**config.mk**
```make
export PLATFORM = sky130hd
export DESIGN_NAME = axi4lite_regfile_slave
export DESIGN_NICKNAME = d
export VERILOG_FILES = /design/src/rtl/axi4lite_regfile_slave.sv
export SDC_FILE = /design/constraint.sdc
export NUM_CORES = 1
export LEC_CHECK = 0
export ABC_CLOCK_PERIOD_IN_PS = 6050
export BUFFER_PORTS_ARGS = -buffer_cell sky130_fd_sc_hd__buf_2
export CORE_MARGIN = 3
export CORE_UTILIZATION = 57
export DETAILED_ROUTE_END_ITERATION = 10
export GPL_TIMING_DRIVEN = 1
export PLACE_DENSITY = 0.82
export SKIP_LAST_GASP = 1
export SLEW_MARGIN = 15
export SYNTH_ARGS = -nofsm -noshare
export SYNTH_HDL_FRONTEND = slang
export SYNTH_SLANG_ARGS = --single-unit
export TNS_END_PERCENT = 1
```
**constraint.sdc**
```tcl
create_clock -name ACLK -period 6.05 [get_ports ACLK]
set_input_delay 1.21 -clock ACLK [delete_from_list [all_inputs] [get_ports ACLK]]
set_output_delay 1.21 -clock ACLK [all_outputs]
set_load 0.03 [all_outputs]
```
**src/rtl/axi4lite_regfile_slave.sv**
```systemverilog
// AXI4-Lite slave exposing NUM_REGS 32-bit registers with byte strobes.
// Independent write and read FSMs; all registers are also visible on REGS_OUT.
module axi4lite_regfile_slave #(
    parameter int ADDR_WIDTH = 32,
    parameter int DATA_WIDTH = 32,
    parameter int NUM_REGS   = 8
) (
    input  logic                           ACLK,
    input  logic                           ARESET,
    input  logic [ADDR_WIDTH-1:0]          AWADDR,
    input  logic [2:0]                     AWPROT,
    input  logic                           AWVALID,
    output logic                           AWREADY,
    input  logic [DATA_WIDTH-1:0]          WDATA,
    input  logic [DATA_WIDTH/8-1:0]        WSTRB,
    input  logic                           WVALID,
    output logic                           WREADY,
    output logic [1:0]                     BRESP,
    output logic                           BVALID,
    input  logic                           BREADY,
    input  logic [ADDR_WIDTH-1:0]          ARADDR,
    input  logic [2:0]                     ARPROT,
    input  logic                           ARVALID,
    output logic                           ARREADY,
    output logic [DATA_WIDTH-1:0]          RDATA,
    output logic [1:0]                     RRESP,
    output logic                           RVALID,
    input  logic                           RREADY,
    output logic [NUM_REGS*DATA_WIDTH-1:0] REGS_OUT
);

    localparam int IDX_W  = (NUM_REGS > 1) ? $clog2(NUM_REGS) : 1;
    localparam int STRB_W = DATA_WIDTH / 8;
    localparam logic [1:0] RESP_OKAY   = 2'b00;
    localparam logic [1:0] RESP_SLVERR = 2'b10;

    typedef enum logic {W_IDLE, W_RESP} w_state_t;
    typedef enum logic {R_IDLE, R_DATA} r_state_t;

    logic [DATA_WIDTH-1:0] regs_reg [NUM_REGS];

    // Write path state
    w_state_t              w_state_reg, w_state_next;
    logic                  aw_held_reg, w_held_reg;
    logic [ADDR_WIDTH-1:0] aw_addr_reg;
    logic [DATA_WIDTH-1:0] w_data_reg;
    logic [STRB_W-1:0]     w_strb_reg;
    logic                  bvalid_reg;
    logic [1:0]            bresp_reg;
    logic                  commit, resp_done;
    logic [IDX_W-1:0]      aw_idx;
    logic                  aw_in_range;

    // Read path state
    r_state_t              r_state_reg, r_state_next;
    logic                  rvalid_reg;
    logic [DATA_WIDTH-1:0] rdata_reg;
    logic [1:0]            rresp_reg;
    logic [IDX_W-1:0]      ar_idx;
    logic                  ar_in_range;
    logic                  ar_fire;

    logic unused_bits;
    assign unused_bits = ^{AWPROT, ARPROT, aw_addr_reg[1:0], ARADDR[1:0]};

    // Anything with an address bit set above the register window is out of range
    assign aw_idx      = aw_addr_reg[IDX_W+1:2];
    assign aw_in_range = (aw_addr_reg >> (IDX_W + 2)) == '0;
    assign ar_idx      = ARADDR[IDX_W+1:2];
    assign ar_in_range = (ARADDR >> (IDX_W + 2)) == '0;

    assign AWREADY = !ARESET && (w_state_reg == W_IDLE) && !aw_held_reg;
    assign WREADY  = !ARESET && (w_state_reg == W_IDLE) && !w_held_reg;
    assign ARREADY = !ARESET && (r_state_reg == R_IDLE);
    assign ar_fire = ARVALID && ARREADY;

    assign BVALID = bvalid_reg;
    assign BRESP  = bresp_reg;
    assign RVALID = rvalid_reg;
    assign RDATA  = rdata_reg;
    assign RRESP  = rresp_reg;

    generate
        for (genvar gi = 0; gi < NUM_REGS; gi++) begin : g_regs_out
            assign REGS_OUT[gi*DATA_WIDTH +: DATA_WIDTH] = regs_reg[gi];
        end
    endgenerate

    // Write FSM
    always_ff @(posedge ACLK) begin
        if (ARESET) begin
            w_state_reg <= W_IDLE;
        end else begin
            w_state_reg <= w_state_next;
        end
    end

    always_comb begin
        w_state_next = w_state_reg;
        commit       = 1'b0;
        resp_done    = 1'b0;
        case (w_state_reg)
            W_IDLE: begin
                if (aw_held_reg && w_held_reg) begin
                    commit       = 1'b1;
                    w_state_next = W_RESP;
                end
            end
            W_RESP: begin
                if (BREADY) begin
                    resp_done    = 1'b1;
                    w_state_next = W_IDLE;
                end
            end
            default: w_state_next = W_IDLE;
        endcase
    end

    always_ff @(posedge ACLK) begin
        if (ARESET) begin
            aw_held_reg <= 1'b0;
            w_held_reg  <= 1'b0;
            aw_addr_reg <= '0;
            w_data_reg  <= '0;
            w_strb_reg  <= '0;
            bvalid_reg  <= 1'b0;
            bresp_reg   <= RESP_OKAY;
        end else begin
            if (AWVALID && AWREADY) begin
                aw_held_reg <= 1'b1;
                aw_addr_reg <= AWADDR;
            end
            if (WVALID && WREADY) begin
                w_held_reg <= 1'b1;
                w_data_reg <= WDATA;
                w_strb_reg <= WSTRB;
            end
            if (commit) begin
                bvalid_reg <= 1'b1;
                bresp_reg  <= aw_in_range ? RESP_OKAY : RESP_SLVERR;
            end
            if (resp_done) begin
                bvalid_reg  <= 1'b0;
                aw_held_reg <= 1'b0;
                w_held_reg  <= 1'b0;
            end
        end
    end

    // Register array: byte-lane masked update on commit
    always_ff @(posedge ACLK) begin
        if (ARESET) begin
            for (int i = 0; i < NUM_REGS; i++) begin
                regs_reg[i] <= '0;
            end
        end else if (commit && aw_in_range) begin
            for (int k = 0; k < STRB_W; k++) begin
                if (w_strb_reg[k]) begin
                    regs_reg[aw_idx][k*8 +: 8] <= w_data_reg[k*8 +: 8];
                end
            end
        end
    end

    // Read FSM
    always_ff @(posedge ACLK) begin
        if (ARESET) begin
            r_state_reg <= R_IDLE;
        end else begin
            r_state_reg <= r_state_next;
        end
    end

    always_comb begin
        r_state_next = r_state_reg;
        case (r_state_reg)
            R_IDLE:  if (ARVALID) r_state_next = R_DATA;
            R_DATA:  if (RREADY)  r_state_next = R_IDLE;
            default: r_state_next = R_IDLE;
        endcase
    end

    // Capture samples the pre-commit register value when a write lands on the same edge
    always_ff @(posedge ACLK) begin
        if (ARESET) begin
            rvalid_reg <= 1'b0;
            rdata_reg  <= '0;
            rresp_reg  <= RESP_OKAY;
        end else if (ar_fire) begin
            rvalid_reg <= 1'b1;
            if (ar_in_range) begin
                rdata_reg <= regs_reg[ar_idx];
                rresp_reg <= RESP_OKAY;
            end else begin
                rdata_reg <= '0;
                rresp_reg <= RESP_SLVERR;
            end
        end else if (rvalid_reg && RREADY) begin
            rvalid_reg <= 1'b0;
        end
    end

endmodule

```
==> metrics.txt <==
estimated wirelength of the detail-placed design=between 30 and 40 mm; max capacitance violation total=0; CP max FO=8; syn avg cell area=roughly 12 um2; outcome=finished, final reports clean; TritonCTS sink count=between 300 and 400; routed wire length per instance=24.0 um; worst setup path class=in2out; Max Clock Freq=0.310 GHz; latest clock arrival within the worst-skew pair=0.52 ns; Crit path arrival time=2.01 ns; post-cts gate resize count=0; placer congestion estimate=about 0.87; post-synthesis sequential area ratio=0.646; Clock Path Buffers=3; antenna-violating nets left=0; Post-Syn Instances=around 1,200; placement row count=59; Worst Hold Endpoint=RDATA[8]; number of warnings printed during yosys synthesis=0; number of distinct standard cells referenced by the synthesized netlist=33; unrepaired setup endpoints after global routing=false; Die ar.=0.0287 mm2; hold path startpoint=RDATA[8]; placement-stage worst setup slack=2.50 ns; die extent in y=~170 um; Largest register FFs=256; slew of the pin with the lowest slew margin=1.11 ns; number of buffers inserted by hold repair at cts=0; worst slew slack as a fraction of its limit=0.258; time the final worst path needs with I/O delays and setup=between 3 and 4 ns; number of cells in the finished layout apart from fillers=approximately 2,000; longest individual stage delay on the worst path=0.35 ns; number of vias per cell=6.03; Pwr per Cell Area=302 mW/mm2; slowest CP cell=sky130_fd_sc_hd__nor3_1; number of cells on the worst hold path=2; pin count of the biggest net entering global routing=82; total CTS buffers=37; CP Data Required Time=just under 5 ns; number of iterations in the first detailed-routing pass=6; DRC=0; sum of negative setup slack=0 ns; Clock Tree Root=sky130_fd_sc_hd__clkbuf_16; Setup Skew=between 0.015 and 0.02 ns; Critical Path Start Type=primary input; clock-pin slew of the registers on the worst-case setup and hold paths=approximately 0.060 ns; CORE AREA=0.0261 mm2; leakage=a little over 7 nW; crit end category=primary output; layout filler cell count=between 1,500 and 2,000; wire length of the first global-routing pass=68.8 mm; endpoint of the worst-slack reg-to-reg timing path=regs_reg[5][16]; Register-to-Register Setup Slack=3.10 ns; post-route worst setup slack=2.83 ns; type of the most critical hold path=reg2reg; Peak supply drop=~0.00022 V; launch point of the worst reg-to-reg path=aw_addr_reg[2]; number of antenna violations at the first check in global routing=3; Final #Nets=1,711; Final Hold Vio Count=0; final setup fails=0; total chip power=0.00558 W; starting density of the core=0.581; Max Slew Vio Count=0; cells along the critical path=buf_4, nor3_1, buf_2; path depth of the worst reg2reg path=3; I/O pin cnt=410; number of placed instances with taps included=around 1,900; final clock period utilization by the worst path=0.532; CTS tree=built; proportion of layout cells with a drive suffix above 1=0.337; number of global-route vias before repair=11,537; area added between synthesis and finish=21.5%; Port Buffers=397; number of post-CTS setup repair buffers=0; post-synth design cell area=between 0.015 and 0.02 mm2; Yosys reg bits=about 360; x dimension of the die=169 um; global-route total usage across every layer=0.319; Detailed Route WL=47.2 mm; # H-tree levels=2; First DRT Iteration DRCs=1,274; number of vias in the routed layout=about 12,000; remaining global-route overflow=0
worst max-delay path, delay by kind of cell:
kind	cells	cell delay, ns
simple gates	1	0.35
buf+inv	2	0.45
placed cells by master, fill, tap and decap left out, drive strengths merged:
cell type	count
a211oi	2
clkinv	10
nor2b	11
conb	2
or3	32
nor2	266
dfxtp	106
and4	2
bufinv	3
nor3	5
and2	4
nand2	202
nand4b	4
inv	2
mux2i	32
nand4	6
a21oi	102
clkbuf	54
nor3b	1
a41o	16
and2b	1
diode	4
nor4	12
buf	414
mux4	64
nand2b	1
a31o	16
edfxtp	256
and3b	1
worst max path at each step:
stage,slack (ns),to,depth (start not counted),from
after floorplan,2.71,AWREADY,2,ARESET
after global placement,2.52,RDATA[28],6,ARADDR[2]
after detailed placement,2.50,RDATA[28],6,ARADDR[2]
after CTS,2.83,WREADY,3,ARESET
after global routing,2.76,WREADY,3,ARESET
final,2.83,WREADY,3,ARESET
Yosys cell counts (all sizes together):
library cell  number  area [um2]
nor2             266         998
edfxtp           256        7690
nand2            202         758
dfxtp            106        2120
a21oi            102         510
mux4              64        1440
buf               60         370
clkbuf            38         144
mux2i             32         320
or3               32         200
a31o              16         140
a41o              16         160
nor4              12        75.1
nor2b             11        68.8
nand4              6        37.5
nor3               5        25.0
and2               4        27.5
nand4b             4        35.0
a211oi             2        15.0
and4               2        20.0
and2b              1        7.51
and3b              1        8.76
conb               1        3.75
inv                1        3.75
nand2b             1        6.26
nor3b              1        7.51
kinds of logic after synthesis:
group                  count (synthesis)  synth area share
muxes                                 96             0.116
buffers and inverters                 99            0.0341
AOI/OAI and AO/OA                    136            0.0543
DFF                                  362             0.646
and+or+nand+nor                      548             0.150
other                                  1          0.000247
layout make-up:
type	count	area (um2)	area share
tap	335	419	0.0227
clock inverter	14	141	0.00766
multi-input combinational	782	4880	0.264
inverter	1	3.75	0.000203
sequential	362	9810	0.532
antenna	4	10.0	0.000542
timing repair buffer	414	2120	0.115
clock buffer	54	1070	0.0582
routing by layer:
metal	global-route usage	up-vias	wire [um]
met4	0.126	0	1870
met2	0.549	824	23600
met3	0.0692	131	5060
met1	0.398	5740	16600
li1	-	5164	-
met5	0	-	0
where the power goes:
part	internal (W)	switching (W)	leakage, nW	total, W
Combinational	0.000168	0.000345	3.08	0.000513
Clock	0.00136	0.000915	0.593	0.00228
Sequential	0.00273	0.0000572	3.50	0.00279
through the flow:
step	instance area, um2	util	hold WS, ns
floorplan	15200	-	0.436
global placement	17200	0.659	0.434
detailed placement	17200	0.659	0.438
CTS	18400	0.706	0.448
global route	18500	0.706	0.457
finish	18500	0.706	0.449
Power figures use the tool's default switching activity.
